===== config.mk =====
export PLATFORM = sky130hd
export DESIGN_NAME = uart_tx_arbiter
export DESIGN_NICKNAME = d
export VERILOG_FILES = /design/src/rtl/uart_tx_arbiter.sv
export SDC_FILE = /design/constraint.sdc
export NUM_CORES = 1
export LEC_CHECK = 0
export ABC_AREA = 1
export ABC_CLOCK_PERIOD_IN_PS = 1650
export CAP_MARGIN = 30
export CORE_MARGIN = 4
export CORE_UTILIZATION = 50
export DETAILED_ROUTE_END_ITERATION = 8
export DONT_BUFFER_PORTS = 1
export PLACE_DENSITY_LB_ADDON = 0.15
export SKIP_LAST_GASP = 1
export SLEW_MARGIN = 5
export SYNTH_ARGS = -nofsm -noshare
export SYNTH_HDL_FRONTEND = slang
export SYNTH_SLANG_ARGS = --single-unit

===== constraint.sdc =====
create_clock -name clk -period 1.65 [get_ports clk]
set_input_delay 0.4125 -clock clk [delete_from_list [all_inputs] [get_ports clk]]
set_output_delay 0.4125 -clock clk [all_outputs]
set_load 0.005 [all_outputs]

===== src/rtl/uart_tx_arbiter.sv =====
// Round-robin arbiter sharing one UART transmitter among NUM_REQ valid/ready requesters.
// One grant per frame; a watchdog returns to idle if the transmitter never reports done.
module uart_tx_arbiter #(
  parameter int unsigned NUM_REQ        = 4,
  parameter int unsigned DATA_W         = 8,
  parameter int unsigned TIMEOUT_CYCLES = 5000,
  localparam int unsigned IdW           = (NUM_REQ > 1) ? $clog2(NUM_REQ) : 1
) (
  input  logic                        clk,
  input  logic                        rst,
  input  logic [NUM_REQ-1:0]          req_valid,
  input  logic [NUM_REQ*DATA_W-1:0]   req_data,
  output logic [NUM_REQ-1:0]          req_ready,
  output logic                        tx_start,
  output logic [DATA_W-1:0]           tx_data,
  input  logic                        tx_busy,
  input  logic                        tx_done,
  output logic [IdW-1:0]              grant_id,
  output logic                        busy,
  output logic                        err_timeout
);

  typedef enum logic [0:0] {StIdle, StWaitDone} state_e;

  localparam logic [15:0] TimeoutLast = 16'(TIMEOUT_CYCLES - 1);

  state_e         state_q;
  logic [IdW-1:0] rr_ptr_q;
  logic [15:0]    cnt_q;

  logic           pick_found;
  logic [IdW-1:0] pick_idx;
  logic [IdW-1:0] pick_next;
  logic [IdW-1:0] scan_idx;
  int unsigned    scan;

  // First valid requester scanning upward from rr_ptr_q, wrapping at NUM_REQ.
  always_comb begin
    pick_found = 1'b0;
    pick_idx   = '0;
    scan       = 0;
    scan_idx   = '0;
    for (int unsigned k = 0; k < NUM_REQ; k++) begin
      scan = int'(rr_ptr_q) + k;
      if (scan >= NUM_REQ) scan = scan - NUM_REQ;
      scan_idx = IdW'(scan);
      if (!pick_found && req_valid[scan_idx]) begin
        pick_found = 1'b1;
        pick_idx   = scan_idx;
      end
    end
    pick_next = (pick_idx == IdW'(NUM_REQ - 1)) ? '0 : pick_idx + 1'b1;
  end

  always_ff @(posedge clk) begin
    if (rst) begin
      state_q     <= StIdle;
      rr_ptr_q    <= '0;
      cnt_q       <= '0;
      req_ready   <= '0;
      tx_start    <= 1'b0;
      tx_data     <= '0;
      grant_id    <= '0;
      busy        <= 1'b0;
      err_timeout <= 1'b0;
    end else begin
      req_ready   <= '0;
      tx_start    <= 1'b0;
      err_timeout <= 1'b0;
      case (state_q)
        StIdle: begin
          if (!tx_busy && pick_found) begin
            req_ready <= NUM_REQ'(1) << pick_idx;
            tx_start  <= 1'b1;
            tx_data   <= req_data[pick_idx*DATA_W +: DATA_W];
            grant_id  <= pick_idx;
            busy      <= 1'b1;
            rr_ptr_q  <= pick_next;
            cnt_q     <= '0;
            state_q   <= StWaitDone;
          end
        end
        StWaitDone: begin
          // tx_done takes priority over a watchdog expiry in the same cycle.
          if (tx_done) begin
            busy    <= 1'b0;
            state_q <= StIdle;
          end else if (TIMEOUT_CYCLES != 0 && cnt_q == TimeoutLast) begin
            busy        <= 1'b0;
            err_timeout <= 1'b1;
            state_q     <= StIdle;
          end else begin
            cnt_q <= cnt_q + 16'd1;
          end
        end
        default: state_q <= StIdle;
      endcase
    end
  end

endmodule


# ---- After elaboration in Yosys (flattened, before gate mapping)
# Cells that the tools add are included.
dict set report op_classes {
  n_lt_le_gt_ge 8
  n_addsub 9
  n_reduce_logical 14
  eq_ne 6
  muxes 34
  bitwise_logic 2
  shifts 2
}
# cell count
set op_table {}
lappend op_table {{$mux 16} 3}
lappend op_table {{$pmux 16 s2} 1}
lappend op_table {{$shiftx 32x6->8} 1}
lappend op_table {{$mux 2} 9}
lappend op_table {{$add 16x1->16 const B} 1}
lappend op_table {{$eq 16x13->1 const B} 1}
lappend op_table {{$mux 1} 15}
lappend op_table {{$lt 2x3->1 const B} 4}
lappend op_table {{$ge 3x3->1 const B} 3}
lappend op_table {{$bmux 1 s2} 4}
lappend op_table {{$sub 2x1->2 const B} 4}
lappend op_table {{$add 2x2->3 const B} 2}
lappend op_table {{$ne 2x2->1 const B} 3}
lappend op_table {{$reduce_or 3->1} 2}
lappend op_table {{$logic_and 1x1->1} 4}
lappend op_table {{$logic_not 1->1} 4}
lappend op_table {{$pmux 1 s2} 2}
lappend op_table {{$reduce_and 2->1} 2}
lappend op_table {{$shl 1x2->4 const A} 1}
lappend op_table {{$add 2x1->3 const B} 1}
lappend op_table {{$ge 2x3->1 const B} 1}
lappend op_table {{$ne 3x2->1 const B} 1}
lappend op_table {{$reduce_and 3->1} 1}
lappend op_table {{$add 2x1->2 const B} 1}
lappend op_table {{3 further kinds} 4}
dict set report totals {
  word_cells 84
  output_inout_bits 17
  input_bits 40
  register_bits 36
}

# ---- Logic depth before layout (Yosys ltp)
# Gate-level depths: netlist of run 1.
dict set report logic_depth {
  word_depth 17
  mapped_depth 16
  ltp_nobuf 15
}

# ---- Worst setup path before layout of run 1
# OpenSTA, ideal clock, no wires.
dict set report synth_path {
  kind {register to register}
  start {reg rr_ptr_q[0]}
  end {reg cnt_q[13]}
  required_ns 1.581
  n_path_buf 2
  path_slack_ns -0.020
  setup_ns 0.069
  path_stages_with_launch 14
  t_arrival_ns 1.601
  period_less_slack_ns 1.670
  cell_sequence {dfxtp_1 > buf_6 > inv_8 > nand2_1 > nand3_1 > nand2_1 > nor2_4 > nand3_4 > nand2_4 > inv_4 > o21ai_4 > buf_6 > nand2_2 > a21oi_2}
}
dict set report synth_between {
  elab_chain_len 17
}
# item line_no
set synth_lines {}
lappend synth_lines {{from (decl)} 28} ;# logic [IdW-1:0] rr_ptr_q;
lappend synth_lines {{from (signal assigned)} 78} ;# rr_ptr_q <= pick_next;
lappend synth_lines {{parallel branches: the longest is 13 deep, another holds $add 2x1->3} -}
lappend synth_lines {{$mux 1 (*)} 47} ;# if (!pick_found && req_valid[scan_idx]) begin
lappend synth_lines {{$logic_and 1x1->1 (*)} 72} ;# if (!tx_busy && pick_found) begin
lappend synth_lines {{$ne 2x2->1 (no source line) (*)} -}
lappend synth_lines {{$reduce_and 3->1 (no source line) (*)} -}
lappend synth_lines {{to (signal assigned)} 93} ;# cnt_q <= cnt_q + 16'd1;
lappend synth_lines {{to (decl)} 29} ;# logic [15:0] cnt_q;
# Every way passes the cells marked *. The select of a mux whose other input is x is not followed.
# A chain may end at the register's enable or synchronous reset.

# ---- Worst setup path after layout of run 1
dict set report layout_path {
  start {reg rr_ptr_q[0]}
  end {reg rr_ptr_q[1]}
}
dict set report layout_between {
  elab_chain_len 16
}
# item
set layout_lines {}
lappend layout_lines {{parallel branches: the longest is 16 deep, another holds $add 2x1->3}}
# Parallel ways; which one is timed is not known. The select of a mux whose other input is x is not followed.

==> flow_summary.rst, run 1 <==
.. list-table::
   :header-rows: 1

   * - Metric
     - Value
   * - Outcome
     - finished, violations left
   * - Violated checks
     - negative setup slack
   * - Clock latency reported for the late side of the worst-skew pair
     - 300 ps
   * - Post-layout nets
     - 459
   * - Cell with the largest stage delay on the worst path
     - dfxtp_4
   * - Vias
     - 2,499
   * - Most frequent cells in the layout
     - nand2_1 (96), inv_1 (53), dfxtp_1 (34)
   * - Reg-to-Reg End
     - rr_ptr_q[1]
   * - Sequential-to-total area share from yosys stat
     - 29.3%
   * - Die area
     - 0.00611 mm²
   * - Number of top-level pins
     - 57
   * - CP peak stage delay
     - 410 ps
   * - Final worst clock skew
     - 9.30 ps
   * - Syn avg cell area
     - 6.43 µm²
   * - CP startpoint
     - rr_ptr_q[0]
   * - Clock edge transition at the registers on the reported setup and hold paths
     - 80 ps
   * - Final worst-path cycle share
     - 107%
   * - Remaining antenna violation count
     - 0
   * - Worst-Margin Slew
     - 310 ps
   * - Gr usage total
     - 21.6%
   * - Synthesized net count
     - 424
   * - Count of routing violations after the opening detailed-route iteration
     - 154
   * - Slew margin rel.
     - 79.2%
   * - Overall overflow remaining after global route
     - 0
   * - Length of the first detailed-routing pass in iterations
     - 4
   * - Mapped Area
     - 0.00246 mm²
   * - Number of distinct standard cells referenced by the synthesized netlist
     - 34
   * - Height of the die
     - 78.2 µm
   * - Setup TNS
     - -2570 ps
   * - Cell chain of the critical path
     - buf_6 -> nand2_1 -> nand2_2 -> nor2_2 -> nor2_2 -> nand3_4 -> nand2_4 -> inv_6 -> nand2_8 -> inv_6 -> nor2_4 -> buf_12 -> nand2_1 -> nand3_1
   * - CTS tree
     - built
   * - Maximum fanout encountered on the critical timing path
     - 12
   * - Area Growth Syn to Fin
     - 26.3%
   * - Share of synthesized flip-flops with an asynchronous set or reset
     - 0%
   * - Width of the die
     - 78.2 µm
   * - Required time at the endpoint of the critical path
     - 1890 ps
   * - CORE AREA
     - 0.00475 mm²
   * - CTS H-tree depth
     - 2
   * - Most common library cell in the layout ignoring fill and taps
     - nand2_1
   * - Wire length after detailed routing
     - 6420 µm
   * - Routed via count divided by cell count
     - 5.14
   * - Min Clock Period, post-route
     - 1760 ps
   * - # clock sinks
     - 36
   * - Highest clock frequency the design can meet
     - 0.569 GHz
   * - Startpoint-to-endpoint class of the critical path
     - reg -> reg
   * - Initial Utilization
     - 51.8%
   * - Share of cells above drive strength 1
     - 28.9%
   * - Largest net degree at the start of global routing
     - 21
   * - Crit end category
     - register
   * - Power density over the cells
     - 1520 mW/mm²
   * - Type of element launching the critical path
     - register
   * - # Max-Cap Violations
     - 0
   * - Hold WC Path Type
     - in -> reg
   * - VDD IR max
     - 1.14 mV
   * - Global-route wire length before repair
     - 10,800 µm
   * - Post-synthesis cell count
     - 383
   * - Count of endpoints failing setup in the final report
     - 34
   * - Port Buffers
     - 0
   * - Hold Vio Cnt, Final
     - 0
   * - Register bit count reported by yosys
     - 36
   * - FF-to-FF setup slack
     - -110 ps
   * - Critical Path Sink
     - rr_ptr_q[1]
   * - Routed wire length per instance
     - 13.2 µm
   * - Initial antenna violation count
     - 0
   * - Hold Slack
     - 178 ps
   * - Count of hold buffers inserted by post-cts repair
     - 0
   * - Most used DFF post-synth
     - dfxtp_1
   * - Setup repair after global routing missed its margin
     - true
   * - Pleak
     - 1.45 nW
   * - Final slew viol count
     - 0
   * - Global placement routability congestion
     - 0.885
   * - HPWL reported at the end of detailed placement
     - 4630 µm
   * - Cell row count
     - 25
   * - TritonCTS Buffers
     - 5
   * - DRC
     - 0
   * - Final setup slack of the worst path
     - -108 ps
   * - Register-to-Register Path Depth
     - 14
   * - Data arrival at the endpoint of the critical path
     - 2000 ps
   * - Number of flops mapped to enable cells by yosys
     - 0
   * - Vias in the first global route
     - 2,486
   * - Startpoint of the most critical register-to-register path
     - rr_ptr_q[0]
   * - Yosys warns
     - 0
   * - Clock Tree Buf Depth
     - 2
   * - Clock Root Buffer
     - clkbuf_8
   * - Antenna cell count
     - 0
[report_power, final]
| part | internal [mW] | switching (mW) |
|---|---|---|
| Combinational | 1.12 | 1.60 |
| Clock | 0.455 | 0.345 |
| Sequential | 1.04 | 0.161 |
| Total | 2.62 | 2.11 |
[per-stage QoR]
| stage | total power, mW | util, % | cells | cell area, µm² | setup WS (ps) |
|---|---|---|---|---|---|
| final | 4.72 | 65.4 | 486 | 3110 | -108 |
| after global routing | 5.09 | 65.4 | 486 | 3110 | -233 |
| after floorplan | 2.84 | - | 383 | 2490 | -0.206 |
| after CTS | 4.53 | 63.1 | 484 | 3000 | -48.5 |
| after detailed placement | 3.52 | 58.6 | 471 | 2790 | -158 |
| after global placement | 3.49 | 58.6 | 471 | 2790 | -106 |
[critical path: cells and delay by family, from the launching register on]
family,cells,cell delay [ps]
buffers and inverters,4,380
flip-flops,1,410
AND/OR/NAND/NOR,10,910
[state kept, by name, summed over array words and instances (netlist names)]
name	cells
cnt_q	16
tx_data	8
req_ready	4
grant_id	2
rr_ptr_q	2
busy	1
err_timeout	1
state_q	1
tx_start	1
[synthesized netlist by cell type (all sizes together), types with 3 or more instances]
master	count	share of area, %
nor4	4	1.3
inv	58	9.2
clkbuf	3	0.46
nor3	7	1.4
dfxtp	36	29
nand3	39	8.4
nand4	23	5.8
xor2	11	3.9
o21ai	3	1.1
buf	15	4.3
nand2	126	22
a21oi	16	4.5
nor2	36	6.3
[layer usage]
metal,vias up,routed length [µm],track usage [%]
met3,11,361,5.28
met5,-,0,0
li1,1278,-,-
met4,0,83,6.64
met1,1150,2810,26.4
met2,60,3160,37.2
[worst min path at each step]
stage,from,end,slack (ps),cells after the start
after global placement,grant_id[1],grant_id[1],460,2
after floorplan,grant_id[1],grant_id[1],440,2
after global routing,rst,cnt_q[5],160,1
after CTS,rst,cnt_q[3],170,1
after detailed placement,grant_id[1],grant_id[1],460,2
final,rst,grant_id[0],180,1
[repair_timing]
action                     CTS  global route
pin swaps                    7             5
setup buffers                4             3
gates resized for setup     24            26
cloned                       1             0
setup endpoints to repair   33            34
[cell families (layout without fill, tap and decap cells)]
group           Yosys count  in the layout  synth area share, %
compound gates           21             21                 6.10
xor+xnor                 11             11                 3.91
fa+ha+maj                 1              1                0.508
buf+inv                  77            113                 14.1
flops                    36             36                 29.3
simple gates            237            237                 46.1
[layout make-up]
| type | instances | area, µm² |
|---|---|---|
| fill | 436 | 1640 |
| inverter | 59 | 243 |
| multi-input combinational | 270 | 1530 |
| clock inverter | 3 | 46.3 |
| sequential | 36 | 728 |
| tap | 67 | 83.8 |
| timing repair inverter | 1 | 5.00 |
| clock buffer | 5 | 68.8 |
| timing repair buffer | 45 | 409 |
Note: power is estimated with default switching activity, not from simulation.
==> inputs of run 2 (changes only) <==
Settings changed: TNS_END_PERCENT from default to 1.
==> run 2 against run 1 <==
The run still ends with negative setup slack left. Clock skew down 1.4 ps. Hold slack worse by 6.8 ps. Utilization down 4.6 points. Final cell count down 2.3%. Clock power down 4.1%. Design area down 7.0%.
==> flow_summary.rst, run 2 (synthesized netlist as in run 1, its figures left out) <==
.. list-table::
   :header-rows: 1

   * - Metric
     - Value
   * - Die area
     - 0.00611 mm²
   * - Width of the die
     - 78.2 µm
   * - Cell row count
     - 25
   * - Antenna cell count
     - 0
   * - Count of routing violations after the opening detailed-route iteration
     - 166
   * - Outcome
     - finished, violations left
   * - Largest net degree at the start of global routing
     - 21
   * - Final worst-path cycle share
     - 105%
   * - Vias in the first global route
     - 2,288
   * - Hold Vio Cnt, Final
     - 0
   * - # Max-Cap Violations
     - 0
   * - VDD IR max
     - 1.20 mV
   * - Final setup slack of the worst path
     - -74.6 ps
   * - Post-layout nets
     - 448
   * - Global placement routability congestion
     - 0.930
   * - Largest registers
     - cnt_q (16), tx_data (8), req_ready (4)
   * - Routed wire length per instance
     - 12.8 µm
   * - Total of fill cells in the finished design
     - 469
   * - Count of hold buffers inserted by post-cts repair
     - 0
   * - Required time at the endpoint of the critical path
     - 1880 ps
   * - Gr usage total
     - 20.9%
   * - HPWL reported at the end of detailed placement
     - 4510 µm
   * - Power density over the cells
     - 1530 mW/mm²
   * - Slew margin rel.
     - 76.9%
   * - Hold WC Path Type
     - in -> reg
   * - Port Buffers
     - 0
   * - Top reg by flops
     - cnt_q
   * - Routed via count divided by cell count
     - 5.11
   * - CP peak stage delay
     - 330 ps
   * - Flip-flop count of the largest register after layout
     - 16
   * - Overall overflow remaining after global route
     - 0
   * - Count of endpoints failing setup in the final report
     - 30
   * - CORE AREA
     - 0.00475 mm²
   * - Clock Tree Buf Depth
     - 2
   * - Total placed cells including tap cells
     - 465
   * - Global-route wire length before repair
     - 10,400 µm
   * - Final worst clock skew
     - 7.92 ps
   * - Data arrival at the endpoint of the critical path
     - 1960 ps
   * - Number of top-level pins
     - 57
   * - Startpoint-to-endpoint class of the critical path
     - reg -> reg
   * - Setup repair after global routing missed its margin
     - true
   * - CP bufs+invs
     - 5
   * - Crit end category
     - register
   * - Cell repeated most along the worst path
     - nand2_1
   * - Share of cells above drive strength 1
     - 21.8%
   * - Wire length after detailed routing
     - 6080 µm
   * - Type of element launching the critical path
     - register
   * - Final slew viol count
     - 0
   * - Worst slack at placement
     - -224 ps
   * - Violated checks
     - negative setup slack
   * - Length of the first detailed-routing pass in iterations
     - 4
   * - Clock Root Buffer
     - clkbuf_8
   * - Initial Utilization
     - 51.8%
   * - CTS tree
     - built
   * - Remaining antenna violation count
     - 0
   * - Worst path top cell family by delay
     - simple AND/OR/NAND/NOR gates
   * - Cell chain of the critical path
     - buf_12 -> inv_8 -> nand2_1 -> nand3_1 -> nand2_1 -> nand2_1 -> nand2_1 -> nand2_1 -> nand3_2 -> buf_4 -> buf_4 -> buf_4 -> nor2_1
   * - Most frequent cells in the layout
     - nand2_1 (106), inv_1 (54), nand3_1 (35)
   * - Worst-Margin Slew
     - 343 ps
   * - Initial antenna violation count
     - 0
   * - Number of cells in the finished layout apart from fillers
     - 475
   * - Highest clock frequency the design can meet
     - 0.580 GHz
   * - Area Growth Syn to Fin
     - 17.5%
   * - CTS H-tree depth
     - 2
   * - Cell with the largest stage delay on the worst path
     - dfxtp_2
   * - Pleak
     - 1.36 nW
   * - DRC
     - 0
   * - Min Clock Period, post-route
     - 1720 ps
   * - # clock sinks
     - 36
   * - Clock edge transition at the registers on the reported setup and hold paths
     - 70 ps
   * - Most common library cell in the layout ignoring fill and taps
     - nand2_1
   * - Vias
     - 2,427
   * - TritonCTS Buffers
     - 5
   * - Height of the die
     - 78.2 µm
   * - Maximum fanout encountered on the critical timing path
     - 10
   * - Clock latency reported for the late side of the worst-skew pair
     - 290 ps
   * - Setup TNS
     - -1150 ps
[run 2: power breakdown]
group / total, mW / switching [mW] / leakage (nW) / internal (mW)
Sequential: 1.16 / 0.129 / 0.294 / 1.03
Combinational: 2.49 / 1.49 / 1.02 / 0.996
Clock: 0.768 / 0.320 / 0.0552 / 0.448
[run 2: worst paths after layout]
| check | start | to | slack (ps) | cells past startpoint |
|---|---|---|---|---|
| max | rr_ptr_q[0] | req_ready[3] | -70 | 13 |
| min | rst | cnt_q[3] | 170 | 1 |
| max reg2reg | rr_ptr_q[0] | req_ready[3] | -70 | 13 |
| min reg2reg | grant_id[1] | grant_id[1] | 470 | 2 |
[run 2: timing repair]
item | in CTS | in global routing
setup endpoints to repair | 35 | 34
pin swaps | 2 | 1
buffers inserted | 0 | 1
resized for setup | 11 | 8
cloned | 0 | 1
[run 2: final cells by class]
class                   count  area [µm²]  area share [%]
repair buffers             35         319            11.0
flip-flops and latches     36         723            25.0
inverters                  59         234            8.08
well taps                  67        83.8            2.90
clock buffers               6        72.6            2.51
multi-input cells         270        1430            49.3
clock inverters             2        35.0            1.21
[run 2: metal layers]
metal	GRT usage, %	vias to the layer above	wire length, µm
li1	-	1257	-
met1	28.0	1101	2940
met2	32.7	62	2660
met3	5.73	7	403
met4	6.29	0	76
met5	0	-	0
[run 2: stage by stage]
| stage | power (mW) | utilization (%) | instance area [µm²] | hold WS [ps] |
|---|---|---|---|---|
| after floorplan | 2.80 | - | 2460 | 442 |
| after global placement | 3.42 | 57.1 | 2720 | 456 |
| after detailed placement | 3.43 | 57.1 | 2720 | 464 |
| after CTS | 4.28 | 60.1 | 2860 | 162 |
| after global routing | 4.80 | 60.9 | 2890 | 158 |
| final | 4.42 | 60.9 | 2890 | 171 |
